<file path="src/rtl/fir_mac.sv">
// Sequential single-multiplier FIR filter with a writable coefficient file and a rounded, saturated output.
// Optional build macro FIR_SYM_EN selects the symmetric (pre-added, half-length) coefficient variant.
module fir_mac #(
  parameter int DW   = 16,
  parameter int CW   = 16,
  parameter int TAPS = 32,
  parameter int FRAC = 16
) (
  input  logic                    clk,
  input  logic                    rst,
  input  logic [DW-1:0]           data,
  input  logic                    data_valid,
  output logic                    data_ready,
  input  logic                    coef_we,
  input  logic [$clog2(TAPS)-1:0] coef_addr,
  input  logic [CW-1:0]           coef_wdata,
  output logic [DW-1:0]           fir_d,
  output logic                    fir_valid,
  output logic                    busy
);

  localparam int AB = $clog2(TAPS);
  localparam int AW = DW + CW + AB;
  localparam int CB = $clog2(TAPS + 1);
`ifdef FIR_SYM_EN
  localparam int NCOEF = TAPS / 2;
  localparam int XW    = DW + 1;
`else
  localparam int NCOEF = TAPS;
  localparam int XW    = DW;
`endif
  localparam int NB = (NCOEF > 1) ? $clog2(NCOEF) : 1;
  localparam int PW = XW + CW;

  localparam logic signed [AW:0] ROUND_HALF = (AW + 1)'(1) <<< (FRAC - 1);
  localparam logic signed [AW:0] SAT_MAX = {{(AW + 2 - DW){1'b0}}, {(DW - 1){1'b1}}};
  localparam logic signed [AW:0] SAT_MIN = {{(AW + 2 - DW){1'b1}}, {(DW - 1){1'b0}}};

  typedef enum logic [1:0] {S_IDLE, S_MAC, S_OUT} state_t;

  state_t                r_state;
  logic signed [DW-1:0]  r_hist [TAPS];
  logic signed [CW-1:0]  r_coef [NCOEF];
  logic [AB-1:0]         r_ptr;
  logic [AB-1:0]         r_rd_new;
  logic [NB-1:0]         r_tap;
  logic [CB-1:0]         r_cnt;
  logic signed [AW-1:0]  r_acc;
  logic [DW-1:0]         r_fir_d;
  logic                  r_fir_valid;
  logic                  r_ready;
  logic                  r_busy;

  logic signed [XW-1:0]  w_x;
  logic signed [PW-1:0]  w_prod;
  logic signed [AW:0]    w_round;
  logic signed [AW:0]    w_shift;
  logic [DW-1:0]         w_sat;

  function automatic logic [AB-1:0] wrap_inc(input logic [AB-1:0] i);
    return (i == AB'(TAPS - 1)) ? '0 : i + AB'(1);
  endfunction

  function automatic logic [AB-1:0] wrap_dec(input logic [AB-1:0] i);
    return (i == '0) ? AB'(TAPS - 1) : i - AB'(1);
  endfunction

`ifdef FIR_SYM_EN
  // Second read pointer walks forward from the oldest sample to pair x[n-k] with x[n-(TAPS-1-k)].
  logic [AB-1:0] r_rd_old;
  assign w_x = XW'(r_hist[r_rd_new]) + XW'(r_hist[r_rd_old]);
`else
  assign w_x = r_hist[r_rd_new];
`endif

  assign w_prod  = PW'(w_x) * PW'(r_coef[r_tap]);
  assign w_round = {r_acc[AW-1], r_acc} + ROUND_HALF;
  assign w_shift = w_round >>> FRAC;

  // NOTE: give every always_comb output a default first so no path leaves it unassigned (latch).
  always_comb begin
    w_sat = w_shift[DW-1:0];
    if (w_shift > SAT_MAX)      w_sat = {1'b0, {(DW - 1){1'b1}}};
    else if (w_shift < SAT_MIN) w_sat = {1'b1, {(DW - 1){1'b0}}};
  end

  // NOTE: sequential state uses non-blocking assignments only, so every register sees pre-edge values.
  always_ff @(posedge clk) begin
    if (rst) begin
      // NOTE: history and coefficients are ordinary flops here and must come out of reset cleared.
      for (int i = 0; i < TAPS; i++)  r_hist[i] <= '0;
      for (int i = 0; i < NCOEF; i++) r_coef[i] <= '0;
      r_state     <= S_IDLE;
      r_ptr       <= '0;
      r_rd_new    <= '0;
`ifdef FIR_SYM_EN
      r_rd_old    <= '0;
`endif
      r_tap       <= '0;
      r_cnt       <= '0;
      r_acc       <= '0;
      r_fir_d     <= '0;
      r_fir_valid <= 1'b0;
      r_ready     <= 1'b1;
      r_busy      <= 1'b0;
    end else begin
      r_fir_valid <= 1'b0;
      case (r_state)
        S_IDLE: begin
          if (coef_we && (32'(coef_addr) < NCOEF)) r_coef[coef_addr[NB-1:0]] <= coef_wdata;
          if (data_valid) begin
            r_hist[r_ptr] <= data;
            r_rd_new      <= r_ptr;
`ifdef FIR_SYM_EN
            r_rd_old      <= wrap_inc(r_ptr);
`endif
            r_ptr         <= wrap_inc(r_ptr);
            r_acc         <= '0;
            r_tap         <= '0;
            if (r_cnt != CB'(TAPS)) r_cnt <= r_cnt + CB'(1);
            r_state       <= S_MAC;
            r_ready       <= 1'b0;
            r_busy        <= 1'b1;
          end
        end
        S_MAC: begin
          r_acc    <= r_acc + AW'(w_prod);
          r_rd_new <= wrap_dec(r_rd_new);
`ifdef FIR_SYM_EN
          r_rd_old <= wrap_inc(r_rd_old);
`endif
          r_tap    <= r_tap + NB'(1);
          if (r_tap == NB'(NCOEF - 1)) r_state <= S_OUT;
        end
        S_OUT: begin
          // Output updates even during warm-up; only the valid strobe waits for a full window.
          r_fir_d     <= w_sat;
          r_fir_valid <= (r_cnt == CB'(TAPS));
          r_state     <= S_IDLE;
          r_ready     <= 1'b1;
          r_busy      <= 1'b0;
        end
        default: r_state <= S_IDLE;
      endcase
    end
  end

  assign data_ready = r_ready;
  assign busy       = r_busy;
  assign fir_d      = r_fir_d;
  assign fir_valid  = r_fir_valid;

endmodule

</file>
<file path="config.mk">
export PLATFORM = sky130hd
export DESIGN_NAME = fir_mac
export DESIGN_NICKNAME = d
export VERILOG_FILES = /design/src/rtl/fir_mac.sv
export SDC_FILE = /design/constraint.sdc
export NUM_CORES = 2
export LEC_CHECK = 0
export CORE_UTILIZATION = 69
export DETAILED_ROUTE_END_ITERATION = 8
export PLACE_DENSITY_LB_ADDON = 0.25
export SYNTH_ARGS = -nofsm -noshare
export SYNTH_HDL_FRONTEND = slang
export SYNTH_SLANG_ARGS = --single-unit
export TNS_END_PERCENT = 1
</file>
<file path="constraint.sdc">
create_clock -name clk -period 16.54 [get_ports clk]
set_clock_uncertainty 0.15 [all_clocks]
set_input_delay 4.135 -clock clk [delete_from_list [all_inputs] [get_ports clk]]
set_output_delay 4.135 -clock clk [all_outputs]
set_load 0.1 [all_outputs]
</file>
======== Word level (Yosys, flattened, before mapping) ========
Memory sizes are Yosys's and may differ from the RTL's. A register that Yosys moved wholly into a read port is not among the register bits.
Cells that the tools add are included.
word-level totals
  register bits after elaboration ......... 79
  bits in writable memories ............... 1024
  bits of input ports ..................... 41
  output and inout bits ................... 19
  word-level logic and storage cells ...... 79
  memories kept ........................... 2
memory list
  name    depth  width  rd ports  clocked after memory_dff  wr ports  RTL line  source
  r_coef  32     16     1         1                         32        43        logic signed [CW-1:0] r_coef [NCOEF];
  r_hist  32     16     1         1                         32        42        logic signed [DW-1:0] r_hist [TAPS];
cells by class
  $add $sub $neg .......................... 6
  multipliers ............................. 1
  $lt $le $gt $ge ......................... 2
  equality and inequality tests ........... 8
  muxes and demuxes ....................... 37
  bitwise logic cells ..................... 1
  reductions and logical operators ........ 12
operator list
  operator                  count
  $pmux W37 S2              1
  $mux W16                  4
  $mux W5                   10
  $add A37 B17 Y38 const B  1
  $add A37 B32 Y37          1
  $mux W37                  1
  $mul A16 B16 Y32          1
  $reduce_or A16 Y1         2
  $gt A22 B16 Y1 const B    1
  $lt A22 B16 Y1 const B    1
  $pmux W5 S2               2
  $mux W1                   14
  $add A5 B1 Y5 const B     2
  $eq A5 B5 Y1 const B      2
  $reduce_and A2 Y1         4
  $add A6 B1 Y6 const B     1
  $eq A6 B6 Y1 const B      1
  $ne A6 B6 Y1 const B      1
  $logic_not A5 Y1          1
  $sub A5 B1 Y5 const B     1
  $mux W2                   2
  $ne A2 B2 Y1 const B      2
  $pmux W1 S2               2
  $pmux W2 S2               1
  7 further kinds           8

======== Logic depth before layout (Yosys ltp) ========
  depth after elaboration ................. 6
  mapped depth ............................ 30
  gate-level depth less buffers ........... 27

======== Worst setup path after synthesis ========
Ideal clock, no wire load.
  kind .................................... flip-flop to flip-flop
  start ................................... reg with a tool-made name
  end ..................................... reg r_acc[36]
  library setup time ...................... 0.117 ns
  arrival ................................. 8.052 ns
  slack ................................... 8.222 ns
  stages on the path, launching flop included .. 29
  path buffers ............................ 4
  period minus slack after synthesis ...... 8.318 ns
  cells stage by stage .................... dfxtp_1 clkbuf_1 clkbuf_1 clkbuf_1 mux4_2 mux4_2 mux2i_1 inv_1 nand2_1 fa_1 inv_1 fa_1 fa_1 fa_1 fa_1 inv_1 fa_1 inv_1 ha_1 clkbuf_1 a21o_1 a221oi_1 a21o_1 a311oi_1 nor3_1 a211oi_1 a311oi_1 xnor2_1 a22o_1
RTL lines
  element               RTL line  source
  end signal, assigned  127       r_acc <= r_acc + AW'(w_prod);
  end, declared         48        logic signed [AW-1:0] r_acc;

==> run_results.csv <==
group,metric,value,unit
outcome,status,"complete, but fails checks",
outcome,violations,"design-rule violations",
detailed_routing,wl,152000,µm
clock_network,cts.reportedPaths.clkPinSlew,60,ps
finish,design_area,0.0670,mm²
finish,final_nets,4938,
power,leakagePower,26.0,nW
detailed_routing,wl_met3,17200,µm
die,die_h,301,µm
timing,worst_pin_slew,1380,ps
detailed_routing,met2WireLength,71700,µm
detailed_routing,routedWlPerCell,26.5,µm
finish,nFillCells,5106,
logic_synthesis,ys_types,61,
placed_design,pre_cts_ws,6250,ps
worst_setup_path,r2r_slack,6290,ps
grt,grt_pass1_vias,37100,
finish,area.growth.synth_to_final,8.57,%
detailed_routing,drtPass1Iterations,9,
clock_network,cts_buffers,110,
die,core.rowCount,109,
clock_network,htreeDepth,3,
placed_design,place.gp.congestion,0.925,
clock_network,hold_buffers,0,
power,power.density,186,mW/mm²
logic_synthesis,ys_warn_count,0,
grt,grt_usage,34.5,%
timing,hold_viol,0,
grt,grt_max_degree,65,
worst_hold_path,whs_path_depth,2,
logic_synthesis,synthesis.area,0.0617,mm²
worst_setup_path,path_delay_family,"adder cells",
clock_network,cts_setup_buffers,0,
logic_synthesis,synth.mux.area_fraction,12.3,%
timing,setup_viol,0,
timing,fin_crit_sh,62.0,%
logic_synthesis,synthFlopType,"edfxtp_1",
detailed_routing,ant_nets,0,
clock_network,clk_latency,740,ps
logic_synthesis,synth-edff-count,1024,
worst_setup_path,cp_slowest_cell,"dfxtp_4",
grt,grt_antenna_before_repair,8,
detailed_routing,drc,16,
worst_setup_path,cp.arrival,10690,ps
detailed_routing,vias_per_cell,6.42,
timing,final_period_minus_worst_setup_slack,10250,ps
worst_setup_path,cpPeakStageDelay,990,ps
timing,rsz0062_at_grt,"false",
logic_synthesis,synthXorXnorAreaFrac,0.752,%
logic_synthesis,ys_seq_elements,1113,
timing,fin_ws,6290,ps
placed_design,placed_cell_area,0.0634,mm²
finish,drive_above_1_share,15.0,%
worst_setup_path,crit_required,16980,ps
timing,max_freq,97.5,MHz
worst_setup_path,crit_buf_inv,4,
die,io_pins,60,
detailed_routing,top_layer,"met5",
detailed_routing,vias,36700,
timing,maxSlewViolCount,0,
clock_network,clock_sinks,1113,
die,die_w,301,µm
worst_setup_path,reg2regPathDepth,23,
detailed_routing,first_iter_violations,4443,
worst_setup_path,cp-end-kind,"register",
power,irDropWorstVdd,0.367,mV
grt,overflow,0,
logic_synthesis,synth_nets,4967,
die,start_util,69.7,%
detailed_routing,wl_met1,56500,µm
worst_setup_path,crit_end,"r_acc[34]$_SDFFE_PP0P_",
timing,slew_headroom,7.81,%
logic_synthesis,synthAdderAreaFrac,12.8,%
clock_network,cts_resized,0,
worst_setup_path,path_cells,"buf_4 > mux4_2 > mux4_2 > mux2i_2 > nand2b_1 > fa_1 > fa_1 > inv_1 > fa_1 > fa_1 > fa_1 > inv_1 > fa_1 > inv_1 > ha_1 > nand4_1 > a2111o_1 > a311oi_1 > nor3_1 > a211oi_1 > o21ai_0 > a21o_1 > a32o_1",
worst_setup_path,r2r_end,"r_acc[34]$_SDFFE_PP0P_",
logic_synthesis,synth_top_family_by_area,"simple AND/OR/NAND/NOR gates",
logic_synthesis,seq_area_frac_synth,52.7,%
logic_synthesis,async_flop_share,0,%
timing,setup_tns,0,ps
worst_setup_path,cp.depth,23,
clock_network,cts_tree,"yes",
logic_synthesis,yosys.area_share.simple,15.3,%
worst_setup_path,critPathKind,"register to register",
clock_network,max-clock-path-buffers,3,
placed_design,io_buffer_count,59,
flow_run,maxCapViolCount,0,
worst_hold_path,hp-class,"register to register",
worst_setup_path,path_max_fanout,51,
worst_setup_path,crit_path_frequent_cell,"fa_1",
logic_synthesis,synth_compound_area_share,1.90,%
die,core,0.0885,mm²
grt,grt_pass1_wl,229000,µm
clock_network,ctsRootBufferMaster,"clkbuf_16",
logic_synthesis,synthCells,4488,
worst_setup_path,startpoint_type,"register",
placed_design,dp_hpwl,96300,µm
die,die_area,0.0906,mm²
logic_synthesis,avgSynthCellArea,13.7,µm²
## kinds of logic after synthesis
kind of cell	after synthesis
and+or+nand+nor	1672
DFF	1113
buffers and inverters	677
adders and majority gates	438
muxes	357
AOI/OAI and AO/OA	178
xor gates and xnor gates	53
## how the worst min path moves through the flow
| stage | slack, ps | endpoint | startpoint |
|---|---|---|---|
| floorplan | 290 | fir_valid$_SDFF_PP0_ | r_cnt[5]$_SDFFE_PP0P_ |
| global placement | 290 | busy$_SDFFE_PP0P_ | busy$_SDFFE_PP0P_ |
| detailed placement | 300 | data_ready$_SDFFE_PP1P_ | data_ready$_SDFFE_PP1P_ |
| CTS | 310 | fir_d[15]$_SDFFE_PP0P_ | fir_d[15]$_SDFFE_PP0P_ |
| global route | 330 | data_ready$_SDFFE_PP1P_ | data_ready$_SDFFE_PP1P_ |
| finish | 310 | fir_d[15]$_SDFFE_PP0P_ | fir_d[15]$_SDFFE_PP0P_ |
## worst min-delay path, delay by kind of cell (launching register included)
kind / cells / cell delay [ps]
simple gates: 1 / 50
flops: 1 / 310
compound gates: 1 / 50
## report_power, final
part	internal, W	switching (W)
Clock	0.00144	0.00108
Combinational	0.00283	0.00385
Sequential	0.00319	0.0000738
Total	0.00746	0.00500
## cells in the mapped netlist, types with 3 or more instances
cell      count  area (µm²)
a211oi_1      5        37.5
a21o_1       15         113
a21oi_1      61         305
a221oi_1      4        35.0
a22o_1       12         105
a22oi_1       6        45.0
a31oi_1       8        50.1
and2_1     1035        6470
and3_1        9        56.3
buf_1        10        37.5
buf_2        39         195
buf_4         3        22.5
clkbuf_1    251         942
dfxtp_1      89        1780
edfxtp_1   1024       30700
fa_1        318        6370
ha_1        120        1500
inv_1       373        1400
mux2_2       20         225
mux2i_1      17         170
mux4_2      320        7210
nand2_1     149         559
nand2b_1     31         194
nand3_1      34         170
nand3b_1     12        90.1
nand4_1       8        50.1
nor2_1      252         946
nor2b_1      24         150
nor3_1       23         115
nor4_1        4        25.0
nor4b_1       3        26.3
o21a_1       22         165
o21ai_0      22         110
o21bai_1      5        37.5
or2_2        69         432
or3_1         5        31.3
or3b_2        4        35.0
xnor2_1      34         298
xor2_1       19         166
## routing by layer
metal | vias up | track usage [%]
met2 | 2261 | 53.6
met1 | 18600 | 48.9
met3 | 395 | 6.91
li1 | 15400 | -
met4 | 4 | 13.5
met5 | - | 0
## final cells by class
| type | count | area, µm² | share of cell area (%) |
|---|---|---|---|
| antenna | 1 | 2.50 | 0.00374 |
| clock buffer | 139 | 2890 | 4.32 |
| clock inverter | 62 | 726 | 1.08 |
| inverter | 373 | 1400 | 2.09 |
| multi-input combinational | 2698 | 26600 | 39.7 |
| sequential | 1113 | 32600 | 48.6 |
| tap | 1165 | 1460 | 2.18 |
| timing repair buffer | 163 | 1370 | 2.04 |
## state kept, by name (all words and copies together), names as in the netlist, named ones only
register,cells
fir_d,16
r_hist,512
busy,1
r_rd_new,5
r_tap,5
fir_valid,1
data_ready,1
r_ptr,5
r_state,2
r_acc,37
r_cnt,6
r_coef,512
## through the flow
step	hold WS, ps	utilization, %	cells	power, W
finish	306	75.7	5714	0.0125
global route	326	75.7	5713	0.0134
CTS	312	75.7	5713	0.0124
detailed placement	303	71.6	5512	0.00990
global placement	293	71.6	5512	0.00974
floorplan	289	-	4488	0.00845
## layout by cell type (no fill, tap or decap), drive strengths merged, types with 5 or more instances in the layout
cell	n
and2	1036
edfxtp	1024
inv	376
mux4	320
fa	318
nor2	252
nand2	149
clkbuf	139
ha	120
buf	105
dfxtp	89
or2	69
a21oi	62
clkdlybuf4s50	58
clkinv	43
nand3	34
xnor2	34
nand2b	31
nor2b	24
nor3	24
o21ai	22
o21a	22
mux2	20
xor2	19
mux2i	17
a21o	15
bufinv	13
nand3b	12
a22o	12
and3	9
nand4	8
a31oi	8
a22oi	7
or3	5
o21bai	5
a211oi	5
Power figures use the tool's default switching activity.
